[config.mk]
export PLATFORM = sky130hd
export DESIGN_NAME = pi_port_arbiter_flat
export DESIGN_NICKNAME = d
export VERILOG_FILES = /design/src/rtl/pi_port_arbiter_if.sv /design/src/rtl/pi_port_arbiter.sv /design/src/flat_wrapper.sv
export SDC_FILE = /design/constraint.sdc
export NUM_CORES = 1
export LEC_CHECK = 0
export ABC_AREA = 1
export CAP_MARGIN = 20
export CORE_MARGIN = 2
export CORE_UTILIZATION = 38
export DETAILED_ROUTE_END_ITERATION = 12
export MAX_ROUTING_LAYER = met4
export PLACE_DENSITY_LB_ADDON = 0.25
export SLEW_MARGIN = 20
export SYNTH_ARGS = -nofsm -noshare
export SYNTH_HDL_FRONTEND = slang
export SYNTH_SLANG_ARGS = --single-unit
[constraint.sdc]
create_clock -name clk -period 2.6 [get_ports clk]
set_input_delay 0.39 -clock clk [delete_from_list [all_inputs] [get_ports clk]]
set_output_delay 0.39 -clock clk [all_outputs]
set_load 0.005 [all_outputs]
[src/rtl/pi_port_arbiter_if.sv]
// rtl/pi_port_arbiter_if.sv - bus bundle between the input buffers, the arbiter and one output link
//
// Purpose: carries every handshake/data signal of pi_port_arbiter.
//   master : arbiter side (drives s_wready, the output beat and the status).
//   slave  : environment side (input buffers plus the downstream link).
// Signals:
//   s_wdata  [N_IN*PW] input beats, input i at [i*PW +: PW]
//   s_wvalid [N_IN]    per-input beat valid
//   s_wlast  [N_IN]    per-input last beat of packet
//   s_wready [N_IN]    per-input accept, at most one bit high
//   m_wdata  [PW]      registered output beat
//   m_wvalid           output valid
//   m_wlast            output last-beat flag
//   m_wready           downstream accept
//   owner    [OW]      locked input, or the last winner
//   locked             high while a multi-beat packet is mid-flight
interface pi_port_arbiter_if #(
    parameter int N_IN = 3,
    parameter int A_W  = 2,
    parameter int D_W  = 32
);
    localparam int PW = A_W + D_W;
    localparam int OW = (N_IN > 1) ? $clog2(N_IN) : 1;

    logic [N_IN*PW-1:0] s_wdata;
    logic [N_IN-1:0]    s_wvalid;
    logic [N_IN-1:0]    s_wlast;
    logic [N_IN-1:0]    s_wready;
    logic [PW-1:0]      m_wdata;
    logic               m_wvalid;
    logic               m_wlast;
    logic               m_wready;
    logic [OW-1:0]      owner;
    logic               locked;

    modport master (
        input  s_wdata, s_wvalid, s_wlast, m_wready,
        output s_wready, m_wdata, m_wvalid, m_wlast, owner, locked
    );

    modport slave (
        output s_wdata, s_wvalid, s_wlast, m_wready,
        input  s_wready, m_wdata, m_wvalid, m_wlast, owner, locked
    );
endinterface

[src/rtl/pi_port_arbiter.sv]
// rtl/pi_port_arbiter.sv - packet-aware round-robin arbiter for one pi-switch output port
//
// Purpose: shares one output link between N_IN input streams. A grant is
//   locked from the first beat of a packet until its wlast beat (wormhole);
//   the output goes through a one-entry registered stage with ready/valid.
// Ports:
//   clk  clock
//   rst  synchronous, active-high reset
//   bus  pi_port_arbiter_if.master (s_wdata/s_wvalid/s_wlast/s_wready in,
//        m_wdata/m_wvalid/m_wlast/m_wready out, owner, locked)
module pi_port_arbiter #(
    parameter int N_IN = 3,
    parameter int A_W  = 2,
    parameter int D_W  = 32
) (
    input  logic                 clk,
    input  logic                 rst,
    pi_port_arbiter_if.master    bus
);
    localparam int PW = A_W + D_W;
    localparam int OW = (N_IN > 1) ? $clog2(N_IN) : 1;

    typedef enum logic {
        IDLE   = 1'b0,
        LOCKED = 1'b1
    } state_t;

    state_t          state_q, state_d;
    logic [OW-1:0]   ptr_q, ptr_d;
    logic [OW-1:0]   owner_q, owner_d;
    logic [PW-1:0]   data_q, data_d;
    logic            valid_q, valid_d;
    logic            last_q, last_d;

    logic            slot_free;
    logic            found;
    logic [OW-1:0]   winner;
    logic [OW-1:0]   grant_idx;
    logic            grant_en;
    logic [N_IN-1:0] ready;
    logic            accept;
    logic            grant_last;
    logic [PW-1:0]   grant_data;

    // Round-robin successor; explicit wrap because N_IN need not be a power of two.
    function automatic logic [OW-1:0] inc_wrap(input logic [OW-1:0] v);
        if (int'(v) == N_IN - 1) begin
            return '0;
        end
        return v + 1'b1;
    endfunction

    assign slot_free = ~valid_q | bus.m_wready;

    // First valid input scanning ptr, ptr+1, ... modulo N_IN.
    always_comb begin
        int            idx;
        logic [OW-1:0] idx_v;
        found  = 1'b0;
        winner = '0;
        idx    = 0;
        idx_v  = '0;
        for (int k = 0; k < N_IN; k++) begin
            idx = int'(ptr_q) + k;
            if (idx >= N_IN) begin
                idx = idx - N_IN;
            end
            idx_v = OW'(idx);
            if (!found && bus.s_wvalid[idx_v]) begin
                found  = 1'b1;
                winner = idx_v;
            end
        end
    end

    // While locked only the owner may be granted; other valids are ignored,
    // so the grant cannot migrate across a mid-packet bubble.
    assign grant_idx = (state_q == LOCKED) ? owner_q : winner;
    assign grant_en  = (state_q == LOCKED) ? 1'b1 : found;

    always_comb begin
        ready = '0;
        if (!rst && grant_en && slot_free) begin
            ready[grant_idx] = 1'b1;
        end
    end

    assign accept     = |(ready & bus.s_wvalid);
    assign grant_last = bus.s_wlast[grant_idx];
    assign grant_data = bus.s_wdata[grant_idx*PW +: PW];

    always_comb begin
        state_d = state_q;
        ptr_d   = ptr_q;
        owner_d = owner_q;
        data_d  = data_q;
        valid_d = valid_q;
        last_d  = last_q;

        case (state_q)
            IDLE: begin
                if (accept) begin
                    owner_d = winner;
                    if (grant_last) begin
                        ptr_d = inc_wrap(winner);
                    end else begin
                        state_d = LOCKED;
                    end
                end
            end
            LOCKED: begin
                if (accept && grant_last) begin
                    state_d = IDLE;
                    ptr_d   = inc_wrap(owner_q);
                end
            end
            default: begin
                state_d = IDLE;
            end
        endcase

        // Output stage: load on accept, drain on m_wready, otherwise hold.
        if (accept) begin
            data_d  = grant_data;
            last_d  = grant_last;
            valid_d = 1'b1;
        end else if (bus.m_wready) begin
            valid_d = 1'b0;
        end
    end

    always_ff @(posedge clk) begin
        if (rst) begin
            state_q <= IDLE;
            ptr_q   <= '0;
            owner_q <= '0;
            data_q  <= '0;
            valid_q <= 1'b0;
            last_q  <= 1'b0;
        end else begin
            state_q <= state_d;
            ptr_q   <= ptr_d;
            owner_q <= owner_d;
            data_q  <= data_d;
            valid_q <= valid_d;
            last_q  <= last_d;
        end
    end

    assign bus.s_wready = ready;
    assign bus.m_wdata  = data_q;
    assign bus.m_wvalid = valid_q;
    assign bus.m_wlast  = last_q;
    assign bus.owner    = owner_q;
    assign bus.locked   = (state_q == LOCKED);
endmodule

[src/flat_wrapper.sv]
// flat-port wrapper written by rule: the top's interface ports become plain ports
module pi_port_arbiter_flat 
#(
    parameter int N_IN = 3,
    parameter int A_W  = 2,
    parameter int D_W  = 32
)
  (clk, rst, bus_s_wdata, bus_s_wvalid, bus_s_wlast, bus_m_wready, bus_s_wready, bus_m_wdata, bus_m_wvalid, bus_m_wlast, bus_owner, bus_locked);
  pi_port_arbiter_if #(.N_IN(N_IN), .A_W(A_W), .D_W(D_W)) bus_i ();
  input  logic clk;
  input  logic rst;
  input wire logic [$bits(bus_i.s_wdata)-1:0] bus_s_wdata;
  input wire logic [$bits(bus_i.s_wvalid)-1:0] bus_s_wvalid;
  input wire logic [$bits(bus_i.s_wlast)-1:0] bus_s_wlast;
  input wire logic [$bits(bus_i.m_wready)-1:0] bus_m_wready;
  output wire logic [$bits(bus_i.s_wready)-1:0] bus_s_wready;
  output wire logic [$bits(bus_i.m_wdata)-1:0] bus_m_wdata;
  output wire logic [$bits(bus_i.m_wvalid)-1:0] bus_m_wvalid;
  output wire logic [$bits(bus_i.m_wlast)-1:0] bus_m_wlast;
  output wire logic [$bits(bus_i.owner)-1:0] bus_owner;
  output wire logic [$bits(bus_i.locked)-1:0] bus_locked;
  assign bus_i.s_wdata = bus_s_wdata;
  assign bus_i.s_wvalid = bus_s_wvalid;
  assign bus_i.s_wlast = bus_s_wlast;
  assign bus_i.m_wready = bus_m_wready;
  assign bus_s_wready = bus_i.s_wready;
  assign bus_m_wdata = bus_i.m_wdata;
  assign bus_m_wvalid = bus_i.m_wvalid;
  assign bus_m_wlast = bus_i.m_wlast;
  assign bus_owner = bus_i.owner;
  assign bus_locked = bus_i.locked;
  pi_port_arbiter #(.N_IN(N_IN), .A_W(A_W), .D_W(D_W)) u_core (.clk(clk), .rst(rst), .bus(bus_i));
endmodule
After elaboration in Yosys (flattened, before gate mapping). Index checks and enable logic that the tools add are counted.

$add $sub $neg: 7. Multiply operators: 1. $lt $le $gt $ge: 8. Eq/ne operators: 5. Shift operators: 1. Muxes and demuxes: 43. Bitwise operators: 4. Reductions and logical operators: 13.

Operators with widths (number): $shiftx 102x9->34 (1); $mux 2 (14); $mux 1 (21); $lt 2x3->1 const B (4); $bmux 1 s2 (4); $mul 2x5->7 const B (1); $ge 3x2->1 const B (2); $logic_and 1x1->1 (6); $add 2x1->2 const B (2); $eq 2x2->1 const B (2); $ne 2x1->1 const B (2); $pmux 2 s2 (1); $sub 2x1->2 const B (2); $add 2x1->3 const B (1); $add 2x2->3 const B (1); $and 3x3->3 (1); $logic_not 1->1 (3); $mux 3 (1); $reduce_and 3->1 (1); $reduce_or 3->1 (1); $demux 1 s2 (1); $ge 2x1->1 const B (1); $ge 2x2->1 const B (1); $ne 2x2->1 const B (1); other kinds (6) (7).

Flip-flop bits (word level): 41. Input bits: 111. Output and inout port bits: 42.

Longest topological paths before layout.
Depth in word-level cells: 25. Depth in mapped cells: 19.

Worst setup path before layout. No wires, ideal clock.

Kind: reg-to-reg. Start: register u_core.ptr_q[0]. End: register u_core.owner_q[0], in the netlist u_core.bus.owner[0]. Setup time: 0.115 ns. Arrival: 2.081 ns. Required time: 2.485 ns. Slack: 0.404 ns. Stages on the path, launching flop included: 17. Path buffers: 2. Period minus slack after synthesis: 2.196 ns. Cells stage by stage: dfxtp_1 inv_1 ha_1 inv_2 nand2_1 nand3_1 nand2_2 nor3_2 nor2_2 nand3_2 inv_1 nand3_1 nand3_2 buf_6 buf_6 a21oi_1 nor2_1.

Cells in the longest elaborated chain, start to end: 20. Elaborated cells on any way between the ends: 40.

RTL lines: start: declaration (RTL line pi_port_arbiter.sv:29) `logic [OW-1:0] ptr_q, ptr_d;`; start signal: assignment (RTL line pi_port_arbiter.sv:142) `ptr_q <= ptr_d;`; branches (longest 20 deep; another with $add 2x1->3); end signal: assignment (RTL line pi_port_arbiter.sv:143) `owner_q <= owner_d;`; end: declaration (RTL line pi_port_arbiter.sv:30) `logic [OW-1:0] owner_q, owner_d;`.

Parallel ways; which one is timed is not known. The select of a mux whose other input is x is not followed. A chain may end at the register's enable or synchronous reset.

Worst setup path after layout.
Start: register u_core.ptr_q[0]. End: output port bus_s_wready[1].

Cells in the longest elaborated chain, start to end: 17. Elaborated cells on any way between the ends: 37.

RTL lines: branches (longest 16 deep; another with $add 2x1->3); $mux 3 (*) (RTL line pi_port_arbiter.sv:83) `if (!rst && grant_en && slot_free) begin`; end: declaration (RTL line flat_wrapper.sv:16) `output wire logic [$bits(bus_i.s_wready)-1:0] bus_s_wready;`.

Mark *: on every way between the ends. The select of a mux whose other input is x is not followed.

==> flow_summary.json <==
{
  "crit_path_end_kind": "output port",
  "grt_pass1_vias": 3124,
  "route.detailed.drc": 0,
  "routed_wl_um": 9700,
  "syn-cell-area_sq_mm": 0.00261,
  "mostFrequentLayoutCell": "clkdlybuf4s50_1",
  "synth_area_leaders": "dfxtp_1, nor2_1, o21ai_0",
  "max_freq_mhz": 392,
  "cts_tree": "yes",
  "slew_headroom_pct": 74.3,
  "outcome": "complete, no violations",
  "die-width_um": 86.9,
  "seq_area_sq_um": 826,
  "cts_root_buf": "clkbuf_8",
  "hold_viol": 0,
  "hold_ws_ns": 0.493,
  "clock_skew_ns": 0.00706,
  "row_count": 30,
  "num_io_pins": 153,
  "setup_viol": 0,
  "synth_top_area_share_pct": 31.4,
  "yosysTopAreaCell": "dfxtp_1",
  "drv_cap": 0,
  "start_util_pct": 38.9,
  "instances_no_fill": 669,
  "slowest_delay_ns": 0.33,
  "drt-initial-drc-count": 167,
  "antenna_found_initial": 0,
  "path_cells": "buf_4 > ha_4 > inv_2 > nand2_1 > nand2_1 > nand2_1 > nand2_1 > nand3_2 > nand3_2 > nand2_1 > nand2_1 > nand2_2 > nor2_1 > clkdlybuf4s15_1",
  "grt_first_pass_wirelength_um": 14700,
  "final.fill_count": 600,
  "worst_pin_slew_ns": 0.385,
  "required_ns": 2.21,
  "syn2layout_area_growth_pct": 73.6,
  "synth_seq_area_share_pct": 31.4,
  "cp-start-kind": "flip-flop",
  "cts_hold_buf": 0,
  "port-buffer-count": 152,
  "path_clk_slew_ns": 0.08,
  "dpl.cell_count": 658,
  "routedWlPerCell_um": 14.5,
  "cp.arrival_ns": 2.16,
  "layout_common_cells": "clkdlybuf4s50_1, nor2_1, nand2_1, o21ai_0, o21ai_1",
  "fp.dieH_um": 86.9,
  "dr.pass1.iters": 5,
  "ant_nets": 0,
  "clk_path_buf_depth": 2,
  "grt_usage_pct": 25.3,
  "cts_buffers": 5,
  "core-area_sq_mm": 0.00672,
  "clock_sinks": 41,
  "critical_path_class": "reg2out",
  "hold_path_class": "reg2reg",
  "maxSlewViolCount": 0,
  "routed_via_density": 5.06,
  "h-tree-depth": 2,
  "die_area_sq_mm": 0.00755,
  "min_from": "u_core.bus.m_wdata[8]",
  "whs_path_depth": 2,
  "syn_area_per_cell_sq_um": 6.06,
  "syn-num-nets": 546,
  "min_period_over_period_pct": 98.2,
  "cp_common_cell": "nand2_1",
  "vdd_drop_max_mv": 1.06,
  "worstSetupStartpoint": "u_core.ptr_q[0]",
  "diodes": 0,
  "grt_overflow": 0,
  "synth_seq_cells": 41,
  "drive_above_1_share_pct": 11.9,
  "hpwl_um": 7140,
  "gp_congestion": 0.925,
  "r2r-start": "u_core.ptr_q[0]",
  "p_leak_nw": 1.90,
  "crit_path_top_delay_cell": "dfxtp_2",
  "num_vias": 3386,
  "final.min_clock_period_ns": 2.55,
  "ys_warn_count": 0,
  "ys_types": 27,
  "clock_latency_ns": 0.30,
  "reg2reg_depth": 18,
  "grt_max_degree": 41,
  "multi_input_area_sq_mm": 0.00162,
  "power.density_mw_per_mm2": 1400,
  "tns_ns": 0,
  "syn-instance-count": 431,
  "cp_max_fo": 5,
  "nNetsFinal": 703
}
## metal layers
layer / routed length (um) / global-route usage [%]
met4: 263 / 9.66
met1: 3950 / 29.7
met5: 0 / -
met2: 4710 / 42.4
met3: 781 / 5.21
## where the power goes
group,internal [mW],leakage [nW],switching (mW)
logic,2.06,1.49,2.60
registers,0.924,0.338,0.167
clock network,0.387,0.0687,0.235
## metrics by stage
| step | total power [mW] | instance area, sq um | worst slack, ns | utilization (%) |
|---|---|---|---|---|
| 2_1_floorplan | 3.77 | 2610 | 0.404 | - |
| 3_3_place_gp | 5.51 | 4310 | -0.110 | 64.2 |
| 3_5_place_dp | 5.61 | 4310 | -0.118 | 64.2 |
| 4_1_cts | 6.30 | 4510 | 0.0875 | 67.1 |
| 5_1_grt | 6.95 | 4530 | -0.0319 | 67.5 |
| 6_report | 6.37 | 4530 | 0.0464 | 67.5 |
## path summary, 6_finish.rpt
path | end | slack [ns]
worst max-delay path | bus_s_wready[1] | 0.05
worst min-delay path | u_core.bus.m_wdata[8] | 0.49
worst max register to register | u_core.bus.m_wdata[18] | 0.14
worst min register to register | u_core.bus.m_wdata[8] | 0.49
## cell families after synthesis
kind of cell | Yosys count | share of synthesized area (%)
compound gates | 112 | 21.8
flops | 41 | 31.4
buf+inv | 51 | 9.00
fa+ha+maj | 4 | 1.92
simple gates | 223 | 35.9
## area by class of cell
type | instances | area share [%]
Clock buffer | 5 | 1.52
Clock inverter | 3 | 1.52
Inverter | 25 | 2.07
Multi-Input combinational cell | 339 | 35.7
Sequential cell | 41 | 18.2
Tap cell | 80 | 2.21
Timing Repair Buffer | 176 | 38.8
## sequential cells by signal (all words and copies together) (netlist names), named ones only
signal / count
u_core.bus.m_wdata: 34
u_core.bus.m_wlast: 1
u_core.bus.m_wvalid: 1
u_core.bus.owner: 2
u_core.ptr_q: 2
## critical path: cells and delay by family, from the launching register on
kind	cells	cell delay [ns]
buffers and inverters	3	0.44
adder cells (fa/ha/maj)	1	0.18
AND/OR/NAND/NOR	10	0.92
flip-flops	1	0.33
## synthesized netlist by cell type (all sizes together)
library cell,count
nor2,114
o21ai,101
nand2,77
dfxtp,41
inv,25
nand3,24
buf,16
clkbuf,10
a21oi,8
ha,4
nand4,3
a31oi,2
nor3,2
or2,2
nand3b,1
o21a,1
## timing repair
action | in CTS | in global routing
gates cloned | 0 | 0
setup endpoints to repair | 3 | 7
endpoints found under the hold margin | 0 | 0
pin swaps | 4 | 3
gates resized for setup | 14 | 12
buffers inserted | 2 | 1
Power figures use the tool's default switching activity.
